## src/rtl/sccb_arbiter_if.sv

```systemverilog
// Requester-side and SCCB-master-side signals of sccb_arbiter.
// master: the arbiter's view of the bundle; slave: requesters plus the SCCB master.
interface sccb_arbiter_if;
  logic [2:0]  req_valid;
  logic [23:0] req_addr;
  logic [23:0] req_data;
  logic [2:0]  req_ack;
  logic [2:0]  req_done;
  logic        xfer_err;
  logic        busy;
  logic [1:0]  grant_id;
  logic        sccb_ready;
  logic        sccb_start;
  logic [7:0]  sccb_addr;
  logic [7:0]  sccb_data;

  modport master (
    input  req_valid, req_addr, req_data, sccb_ready,
    output req_ack, req_done, xfer_err, busy, grant_id,
           sccb_start, sccb_addr, sccb_data
  );

  modport slave (
    output req_valid, req_addr, req_data, sccb_ready,
    input  req_ack, req_done, xfer_err, busy, grant_id,
           sccb_start, sccb_addr, sccb_data
  );
endinterface

```

## src/rtl/sccb_arbiter.sv

```systemverilog
// Round-robin arbiter sharing one SCCB master between three register-write requesters,
// with ready-handshake tracking, ack/transfer timeouts and a post-transaction bus-idle gap.
module sccb_arbiter #(
  parameter int unsigned ACK_TIMEOUT  = 16,
  parameter int unsigned XFER_TIMEOUT = 27000,
  parameter int unsigned GAP_CYCLES   = 270
) (
  input  logic           clk,
  input  logic           rst_n,
  sccb_arbiter_if.master bus
);

  localparam int unsigned MAX_AX = (ACK_TIMEOUT > XFER_TIMEOUT) ? ACK_TIMEOUT : XFER_TIMEOUT;
  localparam int unsigned MAX_T  = (MAX_AX > GAP_CYCLES) ? MAX_AX : GAP_CYCLES;
  localparam int unsigned TW     = $clog2(MAX_T + 1);

  localparam logic [TW-1:0] ACK_LIMIT  = TW'(ACK_TIMEOUT);
  localparam logic [TW-1:0] XFER_LIMIT = TW'(XFER_TIMEOUT);
  localparam logic [TW-1:0] GAP_LIMIT  = TW'(GAP_CYCLES);
  localparam logic [TW-1:0] TIMER_SAT  = {TW{1'b1}};

  typedef enum logic [2:0] {IDLE, ISSUE, WAIT_LOW, WAIT_HIGH, GAP} state_e;

  state_e        state_q, state_d;
  logic [TW-1:0] timer_q, timer_d;
  logic [1:0]    last_grant_q, last_grant_d;
  logic [1:0]    grant_id_q, grant_id_d;
  logic [7:0]    sccb_addr_q, sccb_addr_d;
  logic [7:0]    sccb_data_q, sccb_data_d;
  logic [2:0]    req_done_q, req_done_d;
  logic          xfer_err_q, xfer_err_d;

  logic [1:0]    pick;
  logic [TW-1:0] timer_inc;
  logic          exit_ok, exit_err;

  // First valid requester searching upward from last+1, wrapping mod 3.
  function automatic logic [1:0] rr_pick(input logic [2:0] valid, input logic [1:0] last);
    logic [1:0] order [3];
    logic [1:0] sel;
    case (last)
      2'd0:    order = '{2'd1, 2'd2, 2'd0};
      2'd1:    order = '{2'd2, 2'd0, 2'd1};
      default: order = '{2'd0, 2'd1, 2'd2};
    endcase
    sel = order[2];
    for (int k = 2; k >= 0; k--) begin
      if (valid[order[k]]) sel = order[k];
    end
    return sel;
  endfunction

  // NOTE: the reset is synchronous, so it lives inside the clocked branch, not the sensitivity list.
  always_ff @(posedge clk) begin
    if (!rst_n) begin
      state_q      <= IDLE;
      timer_q      <= '0;
      last_grant_q <= 2'd2;
      grant_id_q   <= 2'd0;
      sccb_addr_q  <= 8'h00;
      sccb_data_q  <= 8'h00;
      req_done_q   <= 3'b000;
      xfer_err_q   <= 1'b0;
    end else begin
      // NOTE: non-blocking so every flop samples the pre-edge value of the others.
      state_q      <= state_d;
      timer_q      <= timer_d;
      last_grant_q <= last_grant_d;
      grant_id_q   <= grant_id_d;
      sccb_addr_q  <= sccb_addr_d;
      sccb_data_q  <= sccb_data_d;
      req_done_q   <= req_done_d;
      xfer_err_q   <= xfer_err_d;
    end
  end

  always_comb begin
    // NOTE: every variable gets a default first so no path leaves it unassigned (no latch).
    state_d      = state_q;
    timer_d      = timer_q;
    last_grant_d = last_grant_q;
    grant_id_d   = grant_id_q;
    sccb_addr_d  = sccb_addr_q;
    sccb_data_d  = sccb_data_q;
    req_done_d   = 3'b000;
    xfer_err_d   = 1'b0;
    exit_ok      = 1'b0;
    exit_err     = 1'b0;
    pick         = rr_pick(bus.req_valid, last_grant_q);
    timer_inc    = (timer_q == TIMER_SAT) ? timer_q : timer_q + TW'(1);

    case (state_q)
      IDLE: begin
        // A low ready here means a write is still in flight (e.g. across a reset).
        if (bus.sccb_ready && (bus.req_valid != 3'b000)) begin
          sccb_addr_d  = bus.req_addr[8*pick +: 8];
          sccb_data_d  = bus.req_data[8*pick +: 8];
          grant_id_d   = pick;
          last_grant_d = pick;
          state_d      = ISSUE;
        end
      end
      ISSUE: begin
        state_d = WAIT_LOW;
        timer_d = '0;
      end
      WAIT_LOW: begin
        if (!bus.sccb_ready) begin
          state_d = WAIT_HIGH;
          timer_d = '0;
        end else if (timer_q == ACK_LIMIT) begin
          exit_err = 1'b1;
        end else begin
          timer_d = timer_inc;
        end
      end
      WAIT_HIGH: begin
        if (bus.sccb_ready) begin
          exit_ok = 1'b1;
        end else if (timer_q == XFER_LIMIT) begin
          exit_err = 1'b1;
        end else begin
          timer_d = timer_inc;
        end
      end
      GAP: begin
        if (timer_q == GAP_LIMIT) state_d = IDLE;
        else                      timer_d = timer_inc;
      end
      default: state_d = IDLE;
    endcase

    if (exit_ok || exit_err) begin
      req_done_d = 3'b001 << grant_id_q;
      xfer_err_d = exit_err;
      state_d    = (GAP_CYCLES == 0) ? IDLE : GAP;
      timer_d    = '0;
    end
  end

  always_comb begin
    bus.sccb_start = (state_q == ISSUE);
    bus.req_ack    = (state_q == ISSUE) ? (3'b001 << grant_id_q) : 3'b000;
    bus.busy       = (state_q != IDLE);
    bus.grant_id   = grant_id_q;
    bus.sccb_addr  = sccb_addr_q;
    bus.sccb_data  = sccb_data_q;
    bus.req_done   = req_done_q;
    bus.xfer_err   = xfer_err_q;
  end

endmodule
```

## src/flat_wrapper.sv

```systemverilog
// flat-port wrapper written by rule: the top's interface ports become plain ports
module sccb_arbiter_flat 
#(
  parameter int unsigned ACK_TIMEOUT  = 16,
  parameter int unsigned XFER_TIMEOUT = 27000,
  parameter int unsigned GAP_CYCLES   = 270
)
  (clk, rst_n, bus_req_valid, bus_req_addr, bus_req_data, bus_sccb_ready, bus_req_ack, bus_req_done, bus_xfer_err, bus_busy, bus_grant_id, bus_sccb_start, bus_sccb_addr, bus_sccb_data);
  sccb_arbiter_if bus_i ();
  input  logic clk;
  input  logic rst_n;
  input wire logic [$bits(bus_i.req_valid)-1:0] bus_req_valid;
  input wire logic [$bits(bus_i.req_addr)-1:0] bus_req_addr;
  input wire logic [$bits(bus_i.req_data)-1:0] bus_req_data;
  input wire logic [$bits(bus_i.sccb_ready)-1:0] bus_sccb_ready;
  output wire logic [$bits(bus_i.req_ack)-1:0] bus_req_ack;
  output wire logic [$bits(bus_i.req_done)-1:0] bus_req_done;
  output wire logic [$bits(bus_i.xfer_err)-1:0] bus_xfer_err;
  output wire logic [$bits(bus_i.busy)-1:0] bus_busy;
  output wire logic [$bits(bus_i.grant_id)-1:0] bus_grant_id;
  output wire logic [$bits(bus_i.sccb_start)-1:0] bus_sccb_start;
  output wire logic [$bits(bus_i.sccb_addr)-1:0] bus_sccb_addr;
  output wire logic [$bits(bus_i.sccb_data)-1:0] bus_sccb_data;
  assign bus_i.req_valid = bus_req_valid;
  assign bus_i.req_addr = bus_req_addr;
  assign bus_i.req_data = bus_req_data;
  assign bus_i.sccb_ready = bus_sccb_ready;
  assign bus_req_ack = bus_i.req_ack;
  assign bus_req_done = bus_i.req_done;
  assign bus_xfer_err = bus_i.xfer_err;
  assign bus_busy = bus_i.busy;
  assign bus_grant_id = bus_i.grant_id;
  assign bus_sccb_start = bus_i.sccb_start;
  assign bus_sccb_addr = bus_i.sccb_addr;
  assign bus_sccb_data = bus_i.sccb_data;
  sccb_arbiter #(.ACK_TIMEOUT(ACK_TIMEOUT), .XFER_TIMEOUT(XFER_TIMEOUT), .GAP_CYCLES(GAP_CYCLES)) u_core (.clk(clk), .rst_n(rst_n), .bus(bus_i));
endmodule
```

## config.mk

```make
export PLATFORM = sky130hd
export DESIGN_NAME = sccb_arbiter_flat
export DESIGN_NICKNAME = d
export VERILOG_FILES = /design/src/rtl/sccb_arbiter_if.sv /design/src/rtl/sccb_arbiter.sv /design/src/flat_wrapper.sv
export SDC_FILE = /design/constraint.sdc
export NUM_CORES = 1
export LEC_CHECK = 0
export ABC_AREA = 1
export CAP_MARGIN = 25
export CORE_MARGIN = 2
export CORE_UTILIZATION = 50
export CTS_CLUSTER_DIAMETER = 30
export CTS_CLUSTER_SIZE = 28
export DETAILED_ROUTE_END_ITERATION = 7
export PLACE_DENSITY = 0.94
export SYNTH_ARGS = -nofsm -noshare
export SYNTH_HDL_FRONTEND = slang
export SYNTH_SLANG_ARGS = --single-unit
export TNS_END_PERCENT = 20
```

## constraint.sdc

```tcl
create_clock -name clk -period 2.2 [get_ports clk]
set_input_delay 0.33 -clock clk [delete_from_list [all_inputs] [get_ports clk]]
set_output_delay 0.33 -clock clk [all_outputs]
set_load 0.01 [all_outputs]
```

==> impl_summary.md <==
Run status
The run finished with clean final reports.

Clocking
The CTS clock-pin slew for the worst setup and hold paths is 0.09 ns. CTS built an H-tree with a depth of 2. The worst-case clock buffer depth is 2. The clock latency at the later pin of the worst-skew pair is 0.31 ns.

Clock tree synthesis found a total of 41 sinks. After clock tree synthesis, the setup repair step added 0 buffers. CTS placed an instance of sky130_fd_sc_hd__clkbuf_8 at the clock tree root. The TritonCTS clock tree is built. Buffers inserted during clock tree synthesis total 5.

Synth
In this run, distinct cell masters in the synthesized netlist total 33. Each instance of the synthesized netlist takes up on average about 6.3 um^2. The count of synthesis-stage warnings from yosys is 0. The most common flop cell mapped by yosys is sky130_fd_sc_hd__dfxtp_1. The top-area cell type share of the netlist area is 0.264. Counting every instance in the synthesized netlist gives between 400 and 500. Yosys instantiated no cell more often than sky130_fd_sc_hd__nand2_1.

Summed over all instances, the cell type with the most area after synthesis is sky130_fd_sc_hd__dfxtp_1. The synthesized netlist occupies a cell area of a little over 3000 um^2. The post-synthesis sequential element count is between 40 and 50.

Counting flops with a built-in enable in the synthesized netlist gives 0. Counting flops with an async set or reset pin after synthesis yields a share of 0. Yosys attributes the largest share of cell area to sky130_fd_sc_hd__dfxtp_1 (26%), sky130_fd_sc_hd__nand2_1 (19%), sky130_fd_sc_hd__nand3_1 (9.4%), sky130_fd_sc_hd__inv_1 (5.1%), sky130_fd_sc_hd__nor2_1 (5.0%). Sorting the synthesized cells by how often they occur yields sky130_fd_sc_hd__nand2_1 (154), sky130_fd_sc_hd__nand3_1 (58), sky130_fd_sc_hd__inv_1 (42), sky130_fd_sc_hd__dfxtp_1 (41), sky130_fd_sc_hd__nor2_1 (41). The share of the Yosys chip area taken by registers is 0.264. Synthesis produced a netlist with a net count of between 500 and 600.

Hold path
The class of the tightest hold or removal check is flop to flop. The count of cells along the worst hold path is 2. For hold timing, the worst endpoint is u_core.timer_q[12]. The worst hold path begins at u_core.timer_q[12].

Power
Of the total power, combinational logic draws 0.476. The relative contribution of sequential cells to total power is 0.315. The internal power component is 1.78 mW.

Of the total power, the share spent switching nets is 0.414. The maximum VDD drop is ~0.42 mV. The total power is about 3.0 mW. The leakage power is 1.79 nW. The power density normalized to cell area is 748 nW/um^2. The analysis attributes to net switching a power of around 1.3 mW. The share of total power dissipated in the clock network is 0.209.

Route
The total iterations of the first detailed-routing run is 6. After detailed routing, the number of vias per cell comes to between 5 and 6. In the final routed layout, each cell accounts on average for 14.1 um. In this run the remaining antenna-violating nets after routing total 0.

The routed via count is 3523. The starting DRC count in detailed routing is a little over 400. The number of design rule violations left after detail routing is 0. The routed design has approximately 9.2 mm of wire.

Floorplan
During I/O placement, the number of pins put on the boundary was 81. The floorplan step defined a die boundary enclosing ~6900 um^2. For this configuration, the core starts out at a cell density of 0.521. The die outline height is between 80 and 90 um. The initialized floorplan defines 28 standard-cell rows.

The width of the die is a little over 80 um. The placeable core region is just under 6000 um^2.

Finish
The post-synthesis to final-layout area growth is 31.0%. The antenna diode instance count is 0. The fraction of layout instances using a drive strength above 1 is 0.131.

The final net count is approximately 630.

Setup path
Counting cells, the worst reg-to-reg path comes to 11. The critical-path cell with the highest stage delay is sky130_fd_sc_hd__clkdlybuf4s50_1. The critical path in this run is classified as flop to output pin. The setup check on the worst reg-to-reg path leaves a slack of between 0.2 and 0.3 ns. The required time of the worst setup path is 1.87 ns. Walking the worst path, the cells encountered are inv_2 -> nor3_1 -> clkdlybuf4s50_1. The top fanout value on the critical path is 8. In this run the worst setup path begins at u_core.last_grant_q[0]. The worst register-to-register path begins at u_core.timer_q[0]. The critical path data arrival time is 1.75 ns. The worst setup path is launched from a flop. The endpoint identified for the worst register-to-register timing path is u_core.timer_q[14]. On the worst path, the slowest cell contributes a delay of roughly 0.57 ns. The capturing element type of the critical path is an output pin.

Global routing
The number of antenna violations at the first check in global routing is 0. The global-route total usage across every layer is 0.280. The pin count of the biggest net entering global routing is 23. The via count of the first global-routing pass is roughly 3400. The aggregate global routing overflow is 0. The first-pass GRT wire length is between 10 and 15 mm.

STA
The transition time of the tightest slew-check pin is 0.471 ns. The total count of max-transition violations in the final report is 0. Setup repair after global routing left no endpoint under its margin. The number of hold violations in the final report is 0. Setup violations remaining at the end of the flow were counted as 0. In this run the tightest slew margin relative to its limit is 0.683. The routed design could run at a clock period as short as approximately 2.1 ns. Of the available clock period, the critical path in the final layout requires 0.946.

For this run, the top clock speed supported by timing is around 480 MHz. Between clock sinks in the finished design, the worst skew comes to 0.00554 ns. Summed over all failing endpoints, the final setup total negative slack is 0 ns.

Place
The final estimated routing congestion in global placement is about 0.95. Input and output buffers added on the ports amount to 80. The total half-perimeter wirelength after legalization and detailed placement is 6.92 mm.

Flow run
The tool flagged a number of max-cap violations equal to 0.
## cells by family after synthesis
family                   after synthesis  share of synthesized area
AO/OA/AOI/OAI                         60                      0.130
XOR/XNOR                               6                     0.0169
adder cells (fa/ha/maj)                3                     0.0121
buffers and inverters                 75                      0.111
flip-flops                            41                      0.264
AND/OR/NAND/NOR                      309                      0.465
## cells in the final DEF, fill, tap and decap left out, types with 11 or more instances in the layout
master,instances
sky130_fd_sc_hd__a21oi_1,29
sky130_fd_sc_hd__nand2_1,154
sky130_fd_sc_hd__dfxtp_1,41
sky130_fd_sc_hd__o21ai_0,16
sky130_fd_sc_hd__nand2_2,11
sky130_fd_sc_hd__nand4_1,12
sky130_fd_sc_hd__nand3_1,57
sky130_fd_sc_hd__inv_2,12
sky130_fd_sc_hd__nor2_1,41
sky130_fd_sc_hd__inv_1,42
sky130_fd_sc_hd__clkdlybuf4s50_1,80
## critical path: cells and delay by family (launching register included)
kind	cells	cell delay [ns]
DFF	1	0.54
and+or+nand+nor	1	0.19
buffers and inverters	2	0.71
## metal layers
| metal | track usage | share of wire | vias to the layer above |
|---|---|---|---|
| li1 | - | - | 1748 |
| met1 | 0.337 | 0.40 | 1579 |
| met2 | 0.496 | 0.49 | 171 |
| met3 | 0.0509 | 0.077 | 25 |
| met4 | 0.102 | 0.028 | 0 |
| met5 | 0 | 0 | - |
## how the worst max path moves through the flow
stage	end	slack, ns
3_5_place_dp	u_core.bus.sccb_addr[5]	0.15
5_1_grt	bus_req_ack[1]	0.02
4_1_cts	bus_req_ack[1]	0.12
3_3_place_gp	u_core.bus.sccb_addr[5]	0.17
2_1_floorplan	u_core.timer_q[8]	0.62
6_report	bus_req_ack[1]	0.12
## per-stage QoR
stage	instance area, um^2	cells	setup slack [ns]	util	hold WS [ns]
after floorplan	3100	494	0.616	-	0.467
after global placement	3950	640	0.166	0.663	0.489
after detailed placement	3950	640	0.146	0.663	0.506
after CTS	4060	648	0.125	0.682	0.517
after global routing	4070	648	0.0194	0.683	0.548
final	4070	648	0.119	0.683	0.518
## repair_timing
item,in CTS,in global routing
resized for setup,0,1
endpoints found under the setup margin,0,1
hold buffers,0,0
hold endpoints to repair,0,0
## final cells by class
class	instances	area, um^2
Timing Repair Buffer	90	888
Tap cell	75	93.8
Sequential cell	41	821
Multi-Input combinational cell	378	1940
Fill cell	489	1890
Clock inverter	2	38.8
Inverter	56	210
Clock buffer	6	72.6
## state kept, by name, indices dropped and copies added, names as in the netlist
name	flops
u_core.bus.req_done	3
u_core.bus.grant_id	1
u_core.last_grant_q	2
u_core.timer_q	15
u_core.bus.sccb_addr	8
u_core.bus.xfer_err	1
u_core.bus.sccb_data	8
u_core.state_q	3
## power groups by stage
stage	registers [mW]	logic (mW)	clock network [mW]
6_report	0.959	1.45	0.636
5_1_grt	0.971	1.59	0.670
4_1_cts	0.953	1.44	0.637
3_5_place_dp	0.966	1.43	0
3_3_place_gp	0.965	1.37	0
2_1_floorplan	0.976	0.921	0
Power figures use the tool's default switching activity.
